## src/rtl/mem_bus_pkg.sv

```systemverilog
// Shared types for the I/D memory port arbiter: bus commands, owner sides,
// request bundle and the tag width used by the memory port.
package mem_bus_pkg;

  localparam int TAG_W = 4;
  localparam int NTAG  = 1 << TAG_W;

  typedef enum logic [1:0] {
    BUS_NONE  = 2'd0,
    BUS_LOAD  = 2'd1,
    BUS_STORE = 2'd2
  } bus_cmd_e;

  typedef enum logic {
    OWN_I = 1'b0,
    OWN_D = 1'b1
  } owner_e;

  typedef struct packed {
    bus_cmd_e    cmd;
    logic [63:0] addr;
    logic [63:0] data;
  } mem_req_t;

  function automatic mem_req_t req_idle();
    mem_req_t r;
    r.cmd  = BUS_NONE;
    r.addr = 64'd0;
    r.data = 64'd0;
    return r;
  endfunction

endpackage

```

## src/rtl/mem_bus_arbiter_if.sv

```systemverilog
// Requester, memory and response signals of the arbiter. The arbiter uses the
// slave modport; the requesters/memory environment uses the master modport.
interface mem_bus_arbiter_if;
  import mem_bus_pkg::*;

  logic [1:0]       i_req_cmd;
  logic [63:0]      i_req_addr;
  logic [63:0]      i_req_data;
  logic [TAG_W-1:0] i_req_tag;
  logic             i_rsp_valid;
  logic [TAG_W-1:0] i_rsp_tag;
  logic [63:0]      i_rsp_data;

  logic [1:0]       d_req_cmd;
  logic [63:0]      d_req_addr;
  logic [63:0]      d_req_data;
  logic [TAG_W-1:0] d_req_tag;
  logic             d_rsp_valid;
  logic [TAG_W-1:0] d_rsp_tag;
  logic [63:0]      d_rsp_data;

  logic [1:0]       proc2mem_command;
  logic [63:0]      proc2mem_addr;
  logic [63:0]      proc2mem_data;
  logic [TAG_W-1:0] mem2proc_response;
  logic [63:0]      mem2proc_data;
  logic [TAG_W-1:0] mem2proc_tag;

  modport slave (
    input  i_req_cmd, i_req_addr, i_req_data,
    input  d_req_cmd, d_req_addr, d_req_data,
    input  mem2proc_response, mem2proc_data, mem2proc_tag,
    output i_req_tag, i_rsp_valid, i_rsp_tag, i_rsp_data,
    output d_req_tag, d_rsp_valid, d_rsp_tag, d_rsp_data,
    output proc2mem_command, proc2mem_addr, proc2mem_data
  );

  modport master (
    output i_req_cmd, i_req_addr, i_req_data,
    output d_req_cmd, d_req_addr, d_req_data,
    output mem2proc_response, mem2proc_data, mem2proc_tag,
    input  i_req_tag, i_rsp_valid, i_rsp_tag, i_rsp_data,
    input  d_req_tag, d_rsp_valid, d_rsp_tag, d_rsp_data,
    input  proc2mem_command, proc2mem_addr, proc2mem_data
  );

endinterface

```

## src/rtl/mem_tag_table.sv

```systemverilog
// Owner table for outstanding memory tags: one valid bit and one side bit per
// tag. A free and an alloc on the same tag in one cycle leaves it allocated.
module mem_tag_table
  import mem_bus_pkg::*;
(
  input  logic             clk,
  input  logic             rst,
  input  logic             alloc_en,
  input  logic [TAG_W-1:0] alloc_tag,
  input  owner_e           alloc_side,
  input  logic             free_en,
  input  logic [TAG_W-1:0] free_tag,
  input  logic [TAG_W-1:0] lookup_tag,
  output logic             lookup_valid,
  output owner_e           lookup_side,
  output logic             alloc_busy
);

  logic [NTAG-1:0] valid_q, valid_d;
  logic [NTAG-1:0] side_q, side_d;

  // Next table contents: clear first, then set.
  always_comb begin
    valid_d = valid_q;
    side_d  = side_q;
    if (free_en) begin
      valid_d[free_tag] = 1'b0;
    end else begin
      valid_d[free_tag] = valid_q[free_tag];
    end
    if (alloc_en) begin
      valid_d[alloc_tag] = 1'b1;
      side_d[alloc_tag]  = alloc_side;
    end else begin
      side_d[alloc_tag]  = side_q[alloc_tag];
    end
  end

  // Lookup and collision status from the registered table.
  always_comb begin
    lookup_valid = (lookup_tag != {TAG_W{1'b0}}) && valid_q[lookup_tag];
    lookup_side  = owner_e'(side_q[lookup_tag]);
    alloc_busy   = valid_q[alloc_tag] && !(free_en && (free_tag == alloc_tag));
  end

  // Table state register.
  always_ff @(posedge clk or posedge rst) begin
    if (rst) begin
      valid_q <= {NTAG{1'b0}};
      side_q  <= {NTAG{1'b0}};
    end else begin
      valid_q <= valid_d;
      side_q  <= side_d;
    end
  end

endmodule

```

## src/rtl/mem_bus_arbiter.sv

```systemverilog
// Round-robin arbiter sharing one memory port between I and D requesters,
// with tag ownership tracking. Optional counters under MEM_ARB_PERF_EN.
module mem_bus_arbiter
  import mem_bus_pkg::*;
#(
  parameter int MAX_OUT = 8
`ifdef MEM_ARB_PERF_EN
  , parameter int CNT_W = 32
`endif
) (
  input  logic             clk,
  input  logic             rst,
  mem_bus_arbiter_if.slave bus,
  output logic             arb_err
`ifdef MEM_ARB_PERF_EN
  , output logic [CNT_W-1:0] i_grant_cnt
  , output logic [CNT_W-1:0] d_grant_cnt
  , output logic [CNT_W-1:0] retry_cnt
  , output logic [CNT_W-1:0] i_stall_cnt
  , output logic [CNT_W-1:0] d_stall_cnt
`endif
);

  localparam int               CW      = $clog2(MAX_OUT + 1);
  localparam logic [CW-1:0]    MAX_CNT = CW'(MAX_OUT);
  localparam logic [TAG_W-1:0] NO_TAG  = {TAG_W{1'b0}};

  mem_req_t         i_req_s, d_req_s, win_req_s;
  logic             i_elig_s, d_elig_s, grant_i_s, grant_d_s, accept_s;
  logic             alloc_en_s, free_en_s, lookup_valid_s, alloc_busy_s, drop_s;
  logic             i_stall_s, d_stall_s;
  logic             i_rsp_s, d_rsp_s;
  owner_e           win_side_s, lookup_side_s;
  owner_e           last_grant_q, last_grant_d;
  logic [CW-1:0]    i_cnt_q, i_cnt_d, d_cnt_q, d_cnt_d;
  logic             arb_err_q, arb_err_d;

  function automatic logic [CW-1:0] next_cnt(input logic [CW-1:0] cnt,
                                              input logic inc, input logic dec);
    logic [CW-1:0] r;
    if (inc && !dec && (cnt < MAX_CNT)) begin
      r = cnt + CW'(1'b1);
    end else if (dec && !inc && (cnt != {CW{1'b0}})) begin
      r = cnt - CW'(1'b1);
    end else begin
      r = cnt;
    end
    return r;
  endfunction

  // Eligibility and round-robin winner selection.
  always_comb begin
    i_req_s   = '{cmd: bus_cmd_e'(bus.i_req_cmd), addr: bus.i_req_addr, data: bus.i_req_data};
    d_req_s   = '{cmd: bus_cmd_e'(bus.d_req_cmd), addr: bus.d_req_addr, data: bus.d_req_data};
    i_stall_s = (i_req_s.cmd == BUS_LOAD) && !(i_cnt_q < MAX_CNT);
    d_stall_s = (d_req_s.cmd == BUS_LOAD) && !(d_cnt_q < MAX_CNT);
    i_elig_s  = (i_req_s.cmd != BUS_NONE) && !i_stall_s;
    d_elig_s  = (d_req_s.cmd != BUS_NONE) && !d_stall_s;
    grant_i_s = i_elig_s && (!d_elig_s || (last_grant_q == OWN_D));
    grant_d_s = d_elig_s && !grant_i_s;
    win_side_s = grant_d_s ? OWN_D : OWN_I;
    if (grant_i_s) begin
      win_req_s = i_req_s;
    end else if (grant_d_s) begin
      win_req_s = d_req_s;
    end else begin
      win_req_s = req_idle();
    end
    accept_s   = (grant_i_s || grant_d_s) && (bus.mem2proc_response != NO_TAG);
    alloc_en_s = accept_s && (win_req_s.cmd == BUS_LOAD);
    // A nonzero return tag with no owner is dropped and flagged.
    free_en_s  = lookup_valid_s;
    drop_s     = (bus.mem2proc_tag != NO_TAG) && !lookup_valid_s;
    i_rsp_s    = free_en_s && (lookup_side_s == OWN_I);
    d_rsp_s    = free_en_s && (lookup_side_s == OWN_D);
  end

  // Memory command, requester acks and returned data routing.
  always_comb begin
    bus.proc2mem_command = win_req_s.cmd;
    bus.proc2mem_addr    = win_req_s.addr;
    bus.proc2mem_data    = win_req_s.data;
    bus.i_req_tag        = grant_i_s ? bus.mem2proc_response : NO_TAG;
    bus.d_req_tag        = grant_d_s ? bus.mem2proc_response : NO_TAG;
    bus.i_rsp_valid      = i_rsp_s;
    bus.i_rsp_tag        = i_rsp_s ? bus.mem2proc_tag : NO_TAG;
    bus.i_rsp_data       = i_rsp_s ? bus.mem2proc_data : 64'd0;
    bus.d_rsp_valid      = d_rsp_s;
    bus.d_rsp_tag        = d_rsp_s ? bus.mem2proc_tag : NO_TAG;
    bus.d_rsp_data       = d_rsp_s ? bus.mem2proc_data : 64'd0;
  end

  mem_tag_table u_tag_table (
    .clk          (clk),
    .rst          (rst),
    .alloc_en     (alloc_en_s),
    .alloc_tag    (bus.mem2proc_response),
    .alloc_side   (win_side_s),
    .free_en      (free_en_s),
    .free_tag     (bus.mem2proc_tag),
    .lookup_tag   (bus.mem2proc_tag),
    .lookup_valid (lookup_valid_s),
    .lookup_side  (lookup_side_s),
    .alloc_busy   (alloc_busy_s)
  );

  // Next-state for grant history, outstanding counts and the error flag.
  always_comb begin
    last_grant_d = accept_s ? win_side_s : last_grant_q;
    i_cnt_d   = next_cnt(i_cnt_q, alloc_en_s && (win_side_s == OWN_I), i_rsp_s);
    d_cnt_d   = next_cnt(d_cnt_q, alloc_en_s && (win_side_s == OWN_D), d_rsp_s);
    arb_err_d = arb_err_q || drop_s || (alloc_en_s && alloc_busy_s);
  end

  // Arbiter state register.
  always_ff @(posedge clk or posedge rst) begin
    if (rst) begin
      last_grant_q <= OWN_D;
      i_cnt_q      <= {CW{1'b0}};
      d_cnt_q      <= {CW{1'b0}};
      arb_err_q    <= 1'b0;
    end else begin
      last_grant_q <= last_grant_d;
      i_cnt_q      <= i_cnt_d;
      d_cnt_q      <= d_cnt_d;
      arb_err_q    <= arb_err_d;
    end
  end

  assign arb_err = arb_err_q;

`ifdef MEM_ARB_PERF_EN
  logic [CNT_W-1:0] i_grant_q, i_grant_d, d_grant_q, d_grant_d, retry_q, retry_d;
  logic [CNT_W-1:0] i_stall_q, i_stall_d, d_stall_q, d_stall_d;

  // Performance counter increments; all wrap naturally.
  always_comb begin
    i_grant_d = i_grant_q + CNT_W'(accept_s && grant_i_s);
    d_grant_d = d_grant_q + CNT_W'(accept_s && grant_d_s);
    retry_d   = retry_q + CNT_W'((grant_i_s || grant_d_s) && !accept_s);
    i_stall_d = i_stall_q + CNT_W'(i_stall_s);
    d_stall_d = d_stall_q + CNT_W'(d_stall_s);
  end

  // Performance counter registers.
  always_ff @(posedge clk or posedge rst) begin
    if (rst) begin
      i_grant_q <= {CNT_W{1'b0}};
      d_grant_q <= {CNT_W{1'b0}};
      retry_q   <= {CNT_W{1'b0}};
      i_stall_q <= {CNT_W{1'b0}};
      d_stall_q <= {CNT_W{1'b0}};
    end else begin
      i_grant_q <= i_grant_d;
      d_grant_q <= d_grant_d;
      retry_q   <= retry_d;
      i_stall_q <= i_stall_d;
      d_stall_q <= d_stall_d;
    end
  end

  assign i_grant_cnt = i_grant_q;
  assign d_grant_cnt = d_grant_q;
  assign retry_cnt   = retry_q;
  assign i_stall_cnt = i_stall_q;
  assign d_stall_cnt = d_stall_q;
`endif

endmodule

```

## src/flat_wrapper.sv

```systemverilog
// flat-port wrapper written by rule: the top's interface ports become plain ports
module mem_bus_arbiter_flat import mem_bus_pkg::*;
#(
  parameter int MAX_OUT = 8

)
  (clk, rst, arb_err, bus_i_req_cmd, bus_i_req_addr, bus_i_req_data, bus_d_req_cmd, bus_d_req_addr, bus_d_req_data, bus_mem2proc_response, bus_mem2proc_data, bus_mem2proc_tag, bus_i_req_tag, bus_i_rsp_valid, bus_i_rsp_tag, bus_i_rsp_data, bus_d_req_tag, bus_d_rsp_valid, bus_d_rsp_tag, bus_d_rsp_data, bus_proc2mem_command, bus_proc2mem_addr, bus_proc2mem_data);
  mem_bus_arbiter_if bus_i ();
  input  logic clk;
  input  logic rst;
  output logic arb_err;
  input wire logic [$bits(bus_i.i_req_cmd)-1:0] bus_i_req_cmd;
  input wire logic [$bits(bus_i.i_req_addr)-1:0] bus_i_req_addr;
  input wire logic [$bits(bus_i.i_req_data)-1:0] bus_i_req_data;
  input wire logic [$bits(bus_i.d_req_cmd)-1:0] bus_d_req_cmd;
  input wire logic [$bits(bus_i.d_req_addr)-1:0] bus_d_req_addr;
  input wire logic [$bits(bus_i.d_req_data)-1:0] bus_d_req_data;
  input wire logic [$bits(bus_i.mem2proc_response)-1:0] bus_mem2proc_response;
  input wire logic [$bits(bus_i.mem2proc_data)-1:0] bus_mem2proc_data;
  input wire logic [$bits(bus_i.mem2proc_tag)-1:0] bus_mem2proc_tag;
  output wire logic [$bits(bus_i.i_req_tag)-1:0] bus_i_req_tag;
  output wire logic [$bits(bus_i.i_rsp_valid)-1:0] bus_i_rsp_valid;
  output wire logic [$bits(bus_i.i_rsp_tag)-1:0] bus_i_rsp_tag;
  output wire logic [$bits(bus_i.i_rsp_data)-1:0] bus_i_rsp_data;
  output wire logic [$bits(bus_i.d_req_tag)-1:0] bus_d_req_tag;
  output wire logic [$bits(bus_i.d_rsp_valid)-1:0] bus_d_rsp_valid;
  output wire logic [$bits(bus_i.d_rsp_tag)-1:0] bus_d_rsp_tag;
  output wire logic [$bits(bus_i.d_rsp_data)-1:0] bus_d_rsp_data;
  output wire logic [$bits(bus_i.proc2mem_command)-1:0] bus_proc2mem_command;
  output wire logic [$bits(bus_i.proc2mem_addr)-1:0] bus_proc2mem_addr;
  output wire logic [$bits(bus_i.proc2mem_data)-1:0] bus_proc2mem_data;
  assign bus_i.i_req_cmd = bus_i_req_cmd;
  assign bus_i.i_req_addr = bus_i_req_addr;
  assign bus_i.i_req_data = bus_i_req_data;
  assign bus_i.d_req_cmd = bus_d_req_cmd;
  assign bus_i.d_req_addr = bus_d_req_addr;
  assign bus_i.d_req_data = bus_d_req_data;
  assign bus_i.mem2proc_response = bus_mem2proc_response;
  assign bus_i.mem2proc_data = bus_mem2proc_data;
  assign bus_i.mem2proc_tag = bus_mem2proc_tag;
  assign bus_i_req_tag = bus_i.i_req_tag;
  assign bus_i_rsp_valid = bus_i.i_rsp_valid;
  assign bus_i_rsp_tag = bus_i.i_rsp_tag;
  assign bus_i_rsp_data = bus_i.i_rsp_data;
  assign bus_d_req_tag = bus_i.d_req_tag;
  assign bus_d_rsp_valid = bus_i.d_rsp_valid;
  assign bus_d_rsp_tag = bus_i.d_rsp_tag;
  assign bus_d_rsp_data = bus_i.d_rsp_data;
  assign bus_proc2mem_command = bus_i.proc2mem_command;
  assign bus_proc2mem_addr = bus_i.proc2mem_addr;
  assign bus_proc2mem_data = bus_i.proc2mem_data;
  mem_bus_arbiter #(.MAX_OUT(MAX_OUT)) u_core (.clk(clk), .rst(rst), .bus(bus_i), .arb_err(arb_err));
endmodule
```

## config.mk

```make
export PLATFORM = sky130hd
export DESIGN_NAME = mem_bus_arbiter_flat
export DESIGN_NICKNAME = d
export VERILOG_FILES = /design/src/rtl/mem_bus_pkg.sv /design/src/rtl/mem_bus_arbiter_if.sv /design/src/rtl/mem_tag_table.sv /design/src/rtl/mem_bus_arbiter.sv /design/src/flat_wrapper.sv
export SDC_FILE = /design/constraint.sdc
export NUM_CORES = 1
export LEC_CHECK = 0
export ABC_AREA = 0
export ABC_CLOCK_PERIOD_IN_PS = 4700
export BUFFER_PORTS_ARGS = -buffer_cell sky130_fd_sc_hd__clkbuf_2
export CAP_MARGIN = 20
export CORE_AREA = 2 2 241 243
export CTS_CLUSTER_SIZE = 8
export DETAILED_ROUTE_END_ITERATION = 16
export DIE_AREA = 0 0 243 245
export PLACE_DENSITY = 0.32
export SYNTH_ARGS = -nofsm -noshare
export SYNTH_HDL_FRONTEND = slang
export SYNTH_SLANG_ARGS = --single-unit
```

## constraint.sdc

```tcl
create_clock -name clk -period 4.7 [get_ports clk]
set_input_delay 0.47 -clock clk [delete_from_list [all_inputs] [get_ports clk]]
set_output_delay 0.47 -clock clk [all_outputs]
set_load 0.1 [all_outputs]
```

==> impl_metrics.json <==
{
  "status": "finished clean",
  "grt_overflow": 0,
  "p_leak_nw": 4.78,
  "power_density_nw_per_um2": 674,
  "routed_wl_um": 37700,
  "pin_count": 611,
  "finalHoldViolCount": 0,
  "syn_nets": 901,
  "worst_pin_slew_ns": 0.764,
  "reg2reg_depth": 11,
  "place_worst_setup_slack_ns": 0.989,
  "grt_setup_unrepaired": "no",
  "post_cts_resized": 0,
  "clkSlewWorstSetupHoldPaths_ns": 0.07,
  "nets": 1470,
  "ir_worst_vdd_mv": 0.502,
  "route.detailed.drc": 0,
  "die-area_um2": 59500,
  "drive_gt1_frac": 0.600,
  "final_cell_mix": "clkbuf_2 (610), and2_1 (146), a22o_1 (129)",
  "viasPerCell": 3.63,
  "die_height_um": 245,
  "drtPass1Iterations": 4,
  "syn2layout_area_growth_pct": 84.3,
  "p_total_mw": 6.08,
  "crit_required_ns": 4.23,
  "maxCapViolCount": 0,
  "crit_top_cell": "clkbuf_2",
  "num_rows": 88,
  "start_util": 0.0858,
  "fin_crit_sh": 0.786,
  "crit_arrival_ns": 3.22,
  "avgSynthCellArea_um2": 8.73,
  "instances_no_fill": 1902,
  "h-tree-depth": 2,
  "grt_pass1_vias": 6667,
  "final_common_cell": "clkbuf_2",
  "cp_max_fo": 72,
  "dpl.cell_count": 1887,
  "seq_area_frac_synth": 0.215,
  "end_kind": "output port",
  "critPathMaxStageDelay_ns": 0.57,
  "antenna_left": 0,
  "postCtsSetupRepairBufs": 0,
  "synth_seq_cells": 42,
  "fmaxAchievable_mhz": 271,
  "cts_tree": "yes",
  "die_x_um": 243,
  "numClockSinks": 42,
  "wl_per_cell_um": 19.8,
  "hpwl_um": 32900,
  "hold_class": "in -> async",
  "antenna_found_initial": 9,
  "port_buffers": 610,
  "synth_cells": 561,
  "fin_crit_ns": 3.69,
  "slew_headroom": 0.493,
  "crit_path_cell_trace": "clkbuf_2 -> mux4_2 -> nand3b_1 -> nand4_1 -> nor2_4 -> buf_4 -> and2_1 -> clkbuf_2",
  "slew_violations": 0,
  "synth_ff_type": "dfrtp_1",
  "synth_edf_count": 0,
  "numCtsBuffers": 5,
  "grt_usage": 0.117,
  "clk_latency_ns": 0.29,
  "critical-path-slowest-cell": "mux4_2",
  "design.core.area_um2": 57000,
  "cts_root_buffer": "clkbuf_16",
  "setup_slack_ns": 1.01,
  "ys_async_sr_fraction": 1.00,
  "synthDistinctLibCells": 45,
  "drt_iter0_markers": 302,
  "clockBufferDepth": 2,
  "gp_congestion": 0.764,
  "final-setup-viol-count": 0,
  "critical_path_class": "in -> out",
  "netlist_area_um2": 4900,
  "grt_pass1_wl_um": 50400,
  "whs_ns": 0.171,
  "critPathLaunchType": "input pin",
  "grt_max_degree": 73,
  "skew_ns": 0.00705,
  "ys_warn_count": 0,
  "vias": 6895,
  "fin_tns_setup_ns": 0,
  "cts_hold_buffers": 0
}
==> cells in the mapped netlist (3+ instances only) <==
library cell | n | area [um2]
o21ai_0 | 33 | 165
or2_2 | 3 | 18.8
a22o_1 | 129 | 1130
a21oi_1 | 8 | 40.0
mux2_1 | 4 | 45.0
xor2_1 | 4 | 35.0
mux4_2 | 17 | 383
nand3_1 | 9 | 45.0
a21o_1 | 6 | 45.0
clkbuf_1 | 56 | 210
nand2b_1 | 8 | 50.1
ha_1 | 4 | 50.1
buf_2 | 4 | 20.0
nand3b_1 | 3 | 22.5
xnor2_1 | 4 | 35.0
nor2_1 | 7 | 26.3
inv_1 | 5 | 18.8
nand2_1 | 18 | 67.6
mux2_2 | 17 | 191
nor2b_1 | 6 | 37.5
and2_1 | 146 | 913
dfrtp_1 | 41 | 1030
==> layout make-up <==
cell class / count / area, um2
Antenna cell: 6 / 15.0
Clock buffer: 5 / 125
Clock inverter: 3 / 68.8
Fill cell: 6655 / 48000
Inverter: 5 / 18.8
Multi-Input combinational cell: 452 / 3590
Sequential cell: 42 / 1050
Tap cell: 765 / 957
Timing Repair Buffer: 624 / 3200
==> routing by layer <==
layer | track usage | routed length [um]
met5 | 0 | 13
met4 | 0.0148 | 267
met3 | 0.0195 | 2560
met2 | 0.199 | 18400
met1 | 0.158 | 16500
==> critical path: cells and delay by family <==
kind | cells | cell delay [ns]
buffers and inverters | 3 | 1.33
multiplexers | 1 | 0.57
AND/OR/NAND/NOR | 4 | 0.74
==> kinds of logic (layout without fill, tap and decap cells) <==
| logic type | count (synthesis) | count (layout) | share of synthesized area |
|---|---|---|---|
| compound gates | 189 | 189 | 0.311 |
| simple gates | 209 | 209 | 0.254 |
| xor+xnor | 8 | 8 | 0.0143 |
| buf+inv | 67 | 637 | 0.0555 |
| fa+ha+maj | 6 | 6 | 0.0184 |
| mux | 40 | 40 | 0.132 |
| other cells | 0 | 6 | 0 |
| flops | 42 | 42 | 0.215 |
==> registers in the layout (all words and copies together) (netlist names) <==
signal	count
u_core.u_tag_table.side_q	16
u_core.arb_err	1
u_core.d_cnt_q	4
u_core.i_cnt_q	4
u_core.u_tag_table.valid_q	16
u_core.last_grant_q	1
==> where the power goes <==
group / switching (mW) / internal, mW / leakage, nW
sequential: 0.112 / 0.482 / 0.534
combinational: 4.10 / 0.925 / 4.15
clock: 0.159 / 0.306 / 0.0940
total: 4.37 / 1.71 / 4.78
==> worst paths after layout <==
check / end / slack [ns] / start
max: bus_i_rsp_data[8] / 1.01 / bus_mem2proc_tag[0]
min reg2reg: u_core.u_tag_table.valid_q[0] / 0.40 / u_core.u_tag_table.valid_q[0]
min: u_core.u_tag_table.valid_q[3] / 0.17 / rst
min in group clk: u_core.u_tag_table.valid_q[0] / 0.40 / u_core.u_tag_table.valid_q[0]
max reg2reg: u_core.d_cnt_q[3] / 1.46 / u_core.i_cnt_q[3]
max in group asynchronous: u_core.last_grant_q / 3.67 / rst
==> through the flow <==
step / utilization / area [um2]
after global placement: 0.154 / 8810
after CTS: 0.158 / 9000
after detailed placement: 0.154 / 8810
after global routing: 0.158 / 9010
final: 0.158 / 9020
after floorplan: - / 4900
Power figures use the tool's default switching activity.
